==> src/rtl/sdram_pkg.sv <==
// Shared definitions for the SDRAM memory tester and controller: default widths,
// tester state encoding and the 16-bit LFSR used as the test pattern source.
package sdram_pkg;

    localparam int ADDR_W_DEF = 24;
    localparam int DATA_W_DEF = 16;

    // Feedback taps at bits 0, 2, 3 and 5 of a right-shifting register realise
    // x^16 + x^14 + x^13 + x^11 + 1 in Fibonacci form.
    localparam logic [15:0] LFSR_TAPS = 16'h002D;

    typedef enum logic [2:0] {
        S_IDLE    = 3'd0,
        S_WRITE   = 3'd1,
        S_READ    = 3'd2,
        S_WAIT_RD = 3'd3,
        S_PASS    = 3'd4,
        S_FAIL    = 3'd5
    } state_t;

    function automatic logic [15:0] lfsr_next(input logic [15:0] q);
        return {^(q & LFSR_TAPS), q[15:1]};
    endfunction

endpackage

==> src/rtl/sdram_memtest_lfsr16.sv <==
// 16-bit Fibonacci LFSR pattern generator; reset and load both restore the seed.
module lfsr16
    import sdram_pkg::*;
(
    input  logic        clk,
    input  logic        rst_n,
    input  logic        load,
    input  logic [15:0] seed,
    input  logic        step,
    output logic [15:0] q
);

    always_ff @(posedge clk) begin
        if (!rst_n || load) begin
            q <= seed;
        end else if (step) begin
            q <= lfsr_next(q);
        end
    end

endmodule

==> src/rtl/sdram_memtest.sv <==
// SDRAM self-test: writes an LFSR pattern over TEST_WORDS words from address 0,
// reads it back one word at a time and reports pass/fail on the LEDs.
// Request handshake: a request transfers on a cycle with cmd_valid=1 and cmd_ready=1;
// while cmd_valid=1 and cmd_ready=0 the request fields are held and cmd_valid stays high.
module sdram_memtest
    import sdram_pkg::*;
#(
    parameter int          ADDR_W     = ADDR_W_DEF,
    parameter int          DATA_W     = DATA_W_DEF,
    parameter int          TEST_WORDS = 1024,
    parameter logic [15:0] SEED       = 16'hACE1
) (
    input  logic              clk,
    input  logic              rst_n,
    input  logic              init_done,
    output logic              cmd_valid,
    input  logic              cmd_ready,
    output logic              cmd_we,
    output logic [ADDR_W-1:0] cmd_addr,
    output logic [DATA_W-1:0] cmd_wdata,
    input  logic              rd_valid,
    input  logic [DATA_W-1:0] rd_data,
    output logic [2:0]        led,
    output logic [7:0]        debugline,
    output logic              done
);

    // Terminal-count compare so that testing the full address space needs no extra bit.
    localparam logic [ADDR_W-1:0] LAST_ADDR = ADDR_W'(TEST_WORDS - 1);

    state_t            state, state_d;
    logic [ADDR_W-1:0] addr, addr_d;
    logic [4:0]        err_cnt, err_cnt_d;
    logic [ADDR_W-1:0] first_err_addr, first_err_addr_d;
    logic [15:0]       lfsr_q, lfsr_d;
    logic              lfsr_load, lfsr_step;
    logic              hs, last, mismatch;

    lfsr16 u_lfsr (
        .clk   (clk),
        .rst_n (rst_n),
        .load  (lfsr_load),
        .seed  (SEED),
        .step  (lfsr_step),
        .q     (lfsr_q)
    );

    assign hs       = cmd_valid && cmd_ready;
    assign last     = (addr == LAST_ADDR);
    assign mismatch = (rd_data != DATA_W'(lfsr_q));
    assign cmd_addr = addr;

    always_comb begin
        state_d          = state;
        addr_d           = addr;
        err_cnt_d        = err_cnt;
        first_err_addr_d = first_err_addr;
        lfsr_load        = 1'b0;
        lfsr_step        = 1'b0;
        case (state)
            S_IDLE: begin
                if (init_done) begin
                    state_d   = S_WRITE;
                    addr_d    = '0;
                    lfsr_load = 1'b1;
                end
            end
            S_WRITE: begin
                if (hs) begin
                    if (last) begin
                        state_d   = S_READ;
                        addr_d    = '0;
                        lfsr_load = 1'b1;
                    end else begin
                        addr_d    = addr + 1'b1;
                        lfsr_step = 1'b1;
                    end
                end
            end
            S_READ: begin
                if (hs) begin
                    state_d = S_WAIT_RD;
                end
            end
            S_WAIT_RD: begin
                if (rd_valid) begin
                    if (mismatch) begin
                        err_cnt_d = (err_cnt == 5'd31) ? err_cnt : err_cnt + 5'd1;
                        if (err_cnt == 5'd0) begin
                            first_err_addr_d = addr;
                        end
                    end
                    addr_d    = addr + 1'b1;
                    lfsr_step = 1'b1;
                    if (last) begin
                        state_d = (err_cnt_d == 5'd0) ? S_PASS : S_FAIL;
                    end else begin
                        state_d = S_READ;
                    end
                end
            end
            default: ;
        endcase
        lfsr_d = lfsr_load ? SEED : (lfsr_step ? lfsr_next(lfsr_q) : lfsr_q);
    end

    // Outputs are registered from the next-state values so they line up with the state.
    always_ff @(posedge clk) begin
        if (!rst_n) begin
            state          <= S_IDLE;
            addr           <= '0;
            err_cnt        <= '0;
            first_err_addr <= '0;
            cmd_valid      <= 1'b0;
            cmd_we         <= 1'b0;
            cmd_wdata      <= '0;
            led            <= '0;
            debugline      <= '0;
            done           <= 1'b0;
        end else begin
            state          <= state_d;
            addr           <= addr_d;
            err_cnt        <= err_cnt_d;
            first_err_addr <= first_err_addr_d;
            cmd_valid      <= (state_d == S_WRITE) || (state_d == S_READ);
            cmd_we         <= (state_d == S_WRITE);
            cmd_wdata      <= (state_d == S_WRITE) ? DATA_W'(lfsr_d) : '0;
            led            <= {state_d == S_FAIL, state_d == S_PASS,
                               (state_d == S_WRITE) || (state_d == S_READ) || (state_d == S_WAIT_RD)};
            debugline      <= {state_d, err_cnt_d};
            done           <= (state_d == S_PASS) || (state_d == S_FAIL);
        end
    end

endmodule
==> config.mk <==
export PLATFORM = sky130hd
export DESIGN_NAME = sdram_memtest
export DESIGN_NICKNAME = d
export VERILOG_FILES = /design/src/rtl/sdram_pkg.sv /design/src/rtl/sdram_memtest_lfsr16.sv /design/src/rtl/sdram_memtest.sv
export SDC_FILE = /design/constraint.sdc
export NUM_CORES = 1
export LEC_CHECK = 0
export ABC_AREA = 1
export CAP_MARGIN = 20
export CELL_PAD_IN_SITES_DETAIL_PLACEMENT = 1
export CELL_PAD_IN_SITES_GLOBAL_PLACEMENT = 1
export CORE_MARGIN = 2
export CORE_UTILIZATION = 38
export DETAILED_ROUTE_END_ITERATION = 7
export PLACE_DENSITY_LB_ADDON = 0.12
export SETUP_SLACK_MARGIN = 0.1
export SYNTH_ARGS = -nofsm -noshare
export SYNTH_HDL_FRONTEND = slang
export SYNTH_SLANG_ARGS = --single-unit
==> constraint.sdc <==
create_clock -name clk -period 3.6 [get_ports clk]
set_input_delay 0.9 -clock clk [delete_from_list [all_inputs] [get_ports clk]]
set_output_delay 0.9 -clock clk [all_outputs]
set_load 0.01 [all_outputs]
[Word-level counts from Yosys, hierarchy flattened]
Index checks and enable logic that the tools add are counted.
Cells by class
  add/sub/neg operators: 2
  equality and inequality tests: 14
  multiplexer cells: 29
  bitwise operators: 2
  reductions and logical operators: 13
Operators by type and width (number)
  $mux W24: 4
  $pmux W24 S3: 1
  $mux W16: 2
  $mux W5: 6
  $add A24 B1 Y24 const B: 1
  $eq A24 B10 Y1 const B: 1
  $mux W3: 6
  $ne A16 B16 Y1: 1
  $reduce_xor A16 Y1: 1
  $eq A3 B2 Y1 const B: 4
  $pmux W3 S4: 1
  $mux W1: 7
  $eq A3 B1 Y1 const B: 2
  $eq A3 B3 Y1 const B: 2
  $ne A2 B2 Y1 const B: 3
  $add A5 B1 Y5 const B: 1
  $eq A5 B5 Y1 const B: 1
  $logic_not A5 Y1: 1
  $logic_or A1 B1 Y1: 4
  $pmux W1 S2: 2
  $reduce_and A4 Y1: 1
  $logic_not A3 Y1: 1
  $reduce_bool A3 Y1: 1
  $reduce_or A3 Y1: 1
  4 further kinds: 5
Word-level totals
  register bits: 78
  input port bits: 21
  word-level logic and storage cells: 71

[Longest topological paths before layout]
  depth after elaboration: 13
  mapped depth: 18
  gate-level depth less buffers: 18

[Modules after synthesis]
A second synthesis with hierarchy kept.
Unflattened totals
  cell total of the unflattened synthesis: 538
  area total of the unflattened synthesis: 3787.4 um2
Modules (own cells, without submodules)
  sdram_memtest: times used 1, cells each 452, area an instance 3019.1 um2
  lfsr16: times used 1, cells each 86, area an instance 768.2 um2

[Least setup slack after synthesis]
OpenSTA, ideal clock, no wires.
  path kind: in2reg
  start: input rd_data[12]
  end: register cmd_valid
  library setup time: 0.111 ns
  data arrival time: 2.072 ns
  setup slack: 1.418 ns
  stages on the path: 17
  buffers on the path: 0
  path through: inv_1 -> nand2_1 -> nand2_1 -> nor2_1 -> nand2_1 -> nor2_2 -> nand2_2 -> o21ai_1 -> nand2_1 -> nor2_1 -> nand2_1 -> nand2_1 -> nand3_2 -> nand2_1 -> nand2_1 -> nand2_1 -> nor2_1
Between the ends
  cells in the longest elaborated chain, start to end: 11
  elaborated cells between the ends (all ways): 12
  those cells by class: eq/ne: 3; mux: 7; reduce/logical: 2
RTL lines
  start: declaration: RTL line sdram_memtest.sv:22  | input logic [DATA_W-1:0] rd_data,
  $ne A16 B16 Y1 (*): RTL line sdram_memtest.sv:50  | assign mismatch = (rd_data != DATA_W'(lfsr_q));
  $mux W5 (*): RTL line sdram_memtest.sv:87  | if (mismatch) begin
  $mux W5 (*): RTL line sdram_memtest.sv:86  | if (rd_valid) begin
  $mux W5 (*): RTL line sdram_memtest.sv:60  | case (state)
  $logic_not A5 Y1 (*): RTL line sdram_memtest.sv:96  | state_d = (err_cnt_d == 5'd0) ? S_PASS : S_FAIL;
  $mux W1 (*): RTL line sdram_memtest.sv:96
  $mux W3 (*): RTL line sdram_memtest.sv:95  | if (last) begin
  $mux W3 (*): RTL line sdram_memtest.sv:86
  $pmux W3 S4 (*): RTL line sdram_memtest.sv:60
  $eq A3 B1 Y1 / $eq A3 B2 Y1 (equally long branches): RTL line sdram_memtest.sv:125  | cmd_valid <= (state_d == S_WRITE) || (state_d == S_READ);
  $logic_or A1 B1 Y1 (*): RTL line sdram_memtest.sv:125
  end signal: assignment: RTL line sdram_memtest.sv:125
  end: declaration: RTL line sdram_memtest.sv:16  | output logic cmd_valid,
Every way passes the cells marked *; elsewhere a longest branch is shown, timed or not. The select of a mux whose other input is x is not followed.
A chain may end at the register's enable or synchronous reset.

[Worst setup path in the final report]
  start: input rd_data[9]
  end: register led[0]
Between the ends
  cells in the longest elaborated chain, start to end: 12
  elaborated cells between the ends (all ways): 14
  those cells by class: eq/ne: 4; mux: 7; reduce/logical: 3
RTL lines
  $ne A16 B16 Y1 (*): RTL line sdram_memtest.sv:50
  $mux W5 (*): RTL line sdram_memtest.sv:87
  $mux W5 (*): RTL line sdram_memtest.sv:86
  $mux W5 (*): RTL line sdram_memtest.sv:60
  $logic_not A5 Y1 (*): RTL line sdram_memtest.sv:96
  $mux W1 (*): RTL line sdram_memtest.sv:96
  $mux W3 (*): RTL line sdram_memtest.sv:95
  $mux W3 (*): RTL line sdram_memtest.sv:86
  $pmux W3 S4 (*): RTL line sdram_memtest.sv:60
  $eq A3 B1 Y1 / $eq A3 B2 Y1 (equally long branches): RTL line sdram_memtest.sv:129  | (state_d == S_WRITE) || (state_d == S_READ) || (state_d == S_WAIT_RD)};
  $logic_or A1 B1 Y1: RTL line sdram_memtest.sv:129
  $logic_or A1 B1 Y1 (*): RTL line sdram_memtest.sv:129
  end signal: assignment: RTL line sdram_memtest.sv:128  | led <= {state_d == S_FAIL, state_d == S_PASS,
  end: declaration: RTL line sdram_memtest.sv:23  | output logic [2:0] led,
Marks and branches as above.

==> results.py <==
metrics = {
    "floorplan": {
        "floorplan.die.height_um": 98.0,
        "core_area_um2": 8640,
        "die_w_um": 98.0,
        "num_io_pins": 75,
        "rows": 34,
        "initial_core_utilization": 0.389,
        "floorplan.die_area_um2": 9610,
    },
    "synthesis": {
        "synth_edf_count": 0,
        "ys_async_sr_fraction": 0,
        "yosys.area.top_type": "sky130_fd_sc_hd__dfxtp_1",
        "synthesis.nets": 514,
        "synth_top_cells_by_area": "sky130_fd_sc_hd__dfxtp_1, sky130_fd_sc_hd__nand2_1, sky130_fd_sc_hd__inv_1",
        "dominantRegCellSynth": "sky130_fd_sc_hd__dfxtp_1",
        "ys_seq_area_frac": 0.417,
        "netlist.area_leader.share": 0.417,
        "synth_warnings": 0,
        "yosys_register_bits": 70,
        "synth_area_um2": 3360,
        "synth.avg_cell_area_um2": 6.84,
        "synthDistinctLibCells": 38,
        "postSynthCellCount": 491,
    },
    "clock_tree": {
        "tritoncts_clock_tree": "done",
        "skew_pair_late_insertion_delay_ps": 350,
        "cts.clk_slew.worst_paths_ps": 70,
        "cts_post_setup_buffers_inserted": 0,
        "hold_buffers": 0,
        "ctsRootBufferMaster": "sky130_fd_sc_hd__clkbuf_8",
        "tritoncts.num_buffers": 9,
        "postCtsResizedCells": 0,
        "clock-sinks": 70,
        "htree_num_levels": 3,
        "max-clock-path-buffers": 2,
    },
    "sta": {
        "timing.fmax_mhz": 374,
        "grt_setup_unrepaired": "false",
        "fin_tns_setup_ps": 0,
        "final_setup_slack_of_the_worst_path_ps": 924,
        "worst_hold_slack_ps": 485,
        "max_slew.worst_pin.slew_ps": 606,
        "finalSetupViolCount": 0,
        "slew_headroom": 0.595,
        "maxSlewViolCount": 0,
        "worst_clock_skew_ps": 7.60,
        "finalHoldViolCount": 0,
        "min_cycle_time_layout_ps": 2680,
        "final_min_period_over_clock_period": 0.743,
    },
    "detailed_routing": {
        "routed_wirelength_normalized_by_instance_count_um": 13.8,
        "route.antenna.remaining_nets": 0,
        "routed_via_density": 4.87,
        "wl_um": 9460,
        "dr.pass1.iters": 4,
        "num_vias": 3336,
        "detailedRoute.firstIterationViolations": 78,
        "drc": 0,
    },
    "placed_design": {
        "numPlacedInstances": 669,
        "dpl.hpwl_um": 7240,
        "postPlaceCellArea_um2": 4230,
        "placement.io_buffers": 74,
        "gp_routability_congestion": 0.865,
        "place_ws_ps": 510,
    },
    "global_routing": {
        "grt_start_max_net_pins": 25,
        "grt.total_usage": 0.210,
        "wire_length_of_the_first_global_routing_pass_um": 16300,
        "grt_overflow_total": 0,
        "number_of_global_route_vias_before_repair": 3569,
        "antenna_found_initial": 0,
    },
    "critical_path": {
        "critPathMaxFanout": 5,
        "cp_data_required_time_ps": 3850,
        "kind_of_critical_path": "input port to flop",
        "start_kind": "input port",
        "crit_path_end_kind": "flop",
        "rr_worst_depth": 9,
        "worst_ep_arrival_time_ps": 2930,
    },
    "pwr": {
        "power-per-cell-area_nw_per_um2": 380,
        "static-leakage-power_nw": 2.02,
        "highest_ir_drop_seen_on_vdd_mv": 0.178,
        "fin_total_pwr_mw": 1.69,
    },
    "finish": {
        "area_growth_pct": 31.9,
        "post_route_cells_drive_above_1_share": 0.0919,
        "mostFrequentLayoutCell": "sky130_fd_sc_hd__nand2_1",
        "final_util": 0.513,
        "total_number_of_nets_in_the_final_design": 595,
        "final_cell_area_um2": 4430,
        "final_cell_mix": "sky130_fd_sc_hd__nand2_1, sky130_fd_sc_hd__clkdlybuf4s50_1, sky130_fd_sc_hd__dfxtp_1, sky130_fd_sc_hd__inv_1, sky130_fd_sc_hd__nor2_1",
        "layoutNonFillerInstCount": 685,
        "antenna-diode-count": 0,
    },
    "worst_hold_path": {
        "worstHoldPathCells": 2,
        "timing.hold.worst.class": "flop to flop",
    },
    "outcome": {
        "run_status": "finished clean",
    },
    "job": {
        "max_cap_violations": 0,
    },
}
layer usage:
layer	GRT usage	up-vias	share of wire
li1	-	1699	-
met1	0.245	1573	0.44
met2	0.378	52	0.52
met3	0.0451	12	0.030
met4	0.0769	0	0.018
met5	0	-	0
final timing paths:
path                                  from                        to  slack, ps
setup / recovery                rd_data[9]         led[0]$_SDFF_PN0_        920
hold / removal    cmd_addr[4]$_SDFFE_PN0P_  cmd_addr[4]$_SDFFE_PN0P_        490
setup reg to reg  cmd_addr[0]$_SDFFE_PN0P_   cmd_wdata[1]$_SDFF_PP0_       1150
hold reg to reg   cmd_addr[4]$_SDFFE_PN0P_  cmd_addr[4]$_SDFFE_PN0P_        490
sequential cells by signal, indices dropped and copies added (netlist names):
name and cells:
debugline 8, led 3, cmd_valid 1, cmd_wdata 16, cmd_addr 24, u_lfsr.q 16, cmd_we 1, done 1
area by class of cell:
type                            instances  area, um^2
Sequential cell                        70        1400
Multi-Input combinational cell        330        1610
Tap cell                              108         135
Fill cell                            1141        4200
Timing Repair Buffer                   80         786
Clock inverter                          3        42.5
Inverter                               81         304
Clock buffer                           13         159
synth_stat cells (all sizes together) (3+ instances only):
master,instances
dfxtp,70
a21oi,24
nand4,5
a31oi,3
nor2,68
inv,80
nand3,21
xnor2,3
o21a,3
nor4,4
xor2,7
buf,9
nor3,11
nand2,140
o21ai,27
a211oi,4
worst max-delay path, cell delays in order:
cell                              delay (ps)
sky130_fd_sc_hd__clkdlybuf4s50_1         490
sky130_fd_sc_hd__inv_1                    50
sky130_fd_sc_hd__nand2_1                  50
sky130_fd_sc_hd__nand2_1                  60
sky130_fd_sc_hd__nor2_1                  190
sky130_fd_sc_hd__nand2_1                  90
sky130_fd_sc_hd__nor2_2                  200
sky130_fd_sc_hd__nand2_2                 130
sky130_fd_sc_hd__o21ai_1                  90
sky130_fd_sc_hd__nand2_1                  80
sky130_fd_sc_hd__nor2_1                  100
sky130_fd_sc_hd__nand2_1                  70
sky130_fd_sc_hd__nand2_1                  70
sky130_fd_sc_hd__nand3_2                 100
sky130_fd_sc_hd__nand2_1                 100
sky130_fd_sc_hd__nand2_1                  50
sky130_fd_sc_hd__nand2_1                  80
sky130_fd_sc_hd__inv_1                    40
logic make-up after synthesis:
| group | count (synthesis) | synth area share |
|---|---|---|
| buffers and inverters | 91 | 0.105 |
| adder cells (fa/ha/maj) | 2 | 0.00744 |
| AO/OA/AOI/OAI | 67 | 0.115 |
| AND/OR/NAND/NOR | 251 | 0.329 |
| flip-flops | 70 | 0.417 |
| XOR/XNOR | 10 | 0.0261 |
power by group:
part / leakage (nW) / switching, mW / internal (mW) / total, mW
clock network: 0.0996 / 0.301 / 0.358 / 0.659
registers: 0.569 / 0.0175 / 0.799 / 0.817
logic: 1.35 / 0.115 / 0.0944 / 0.210
Power figures use the tool's default switching activity.
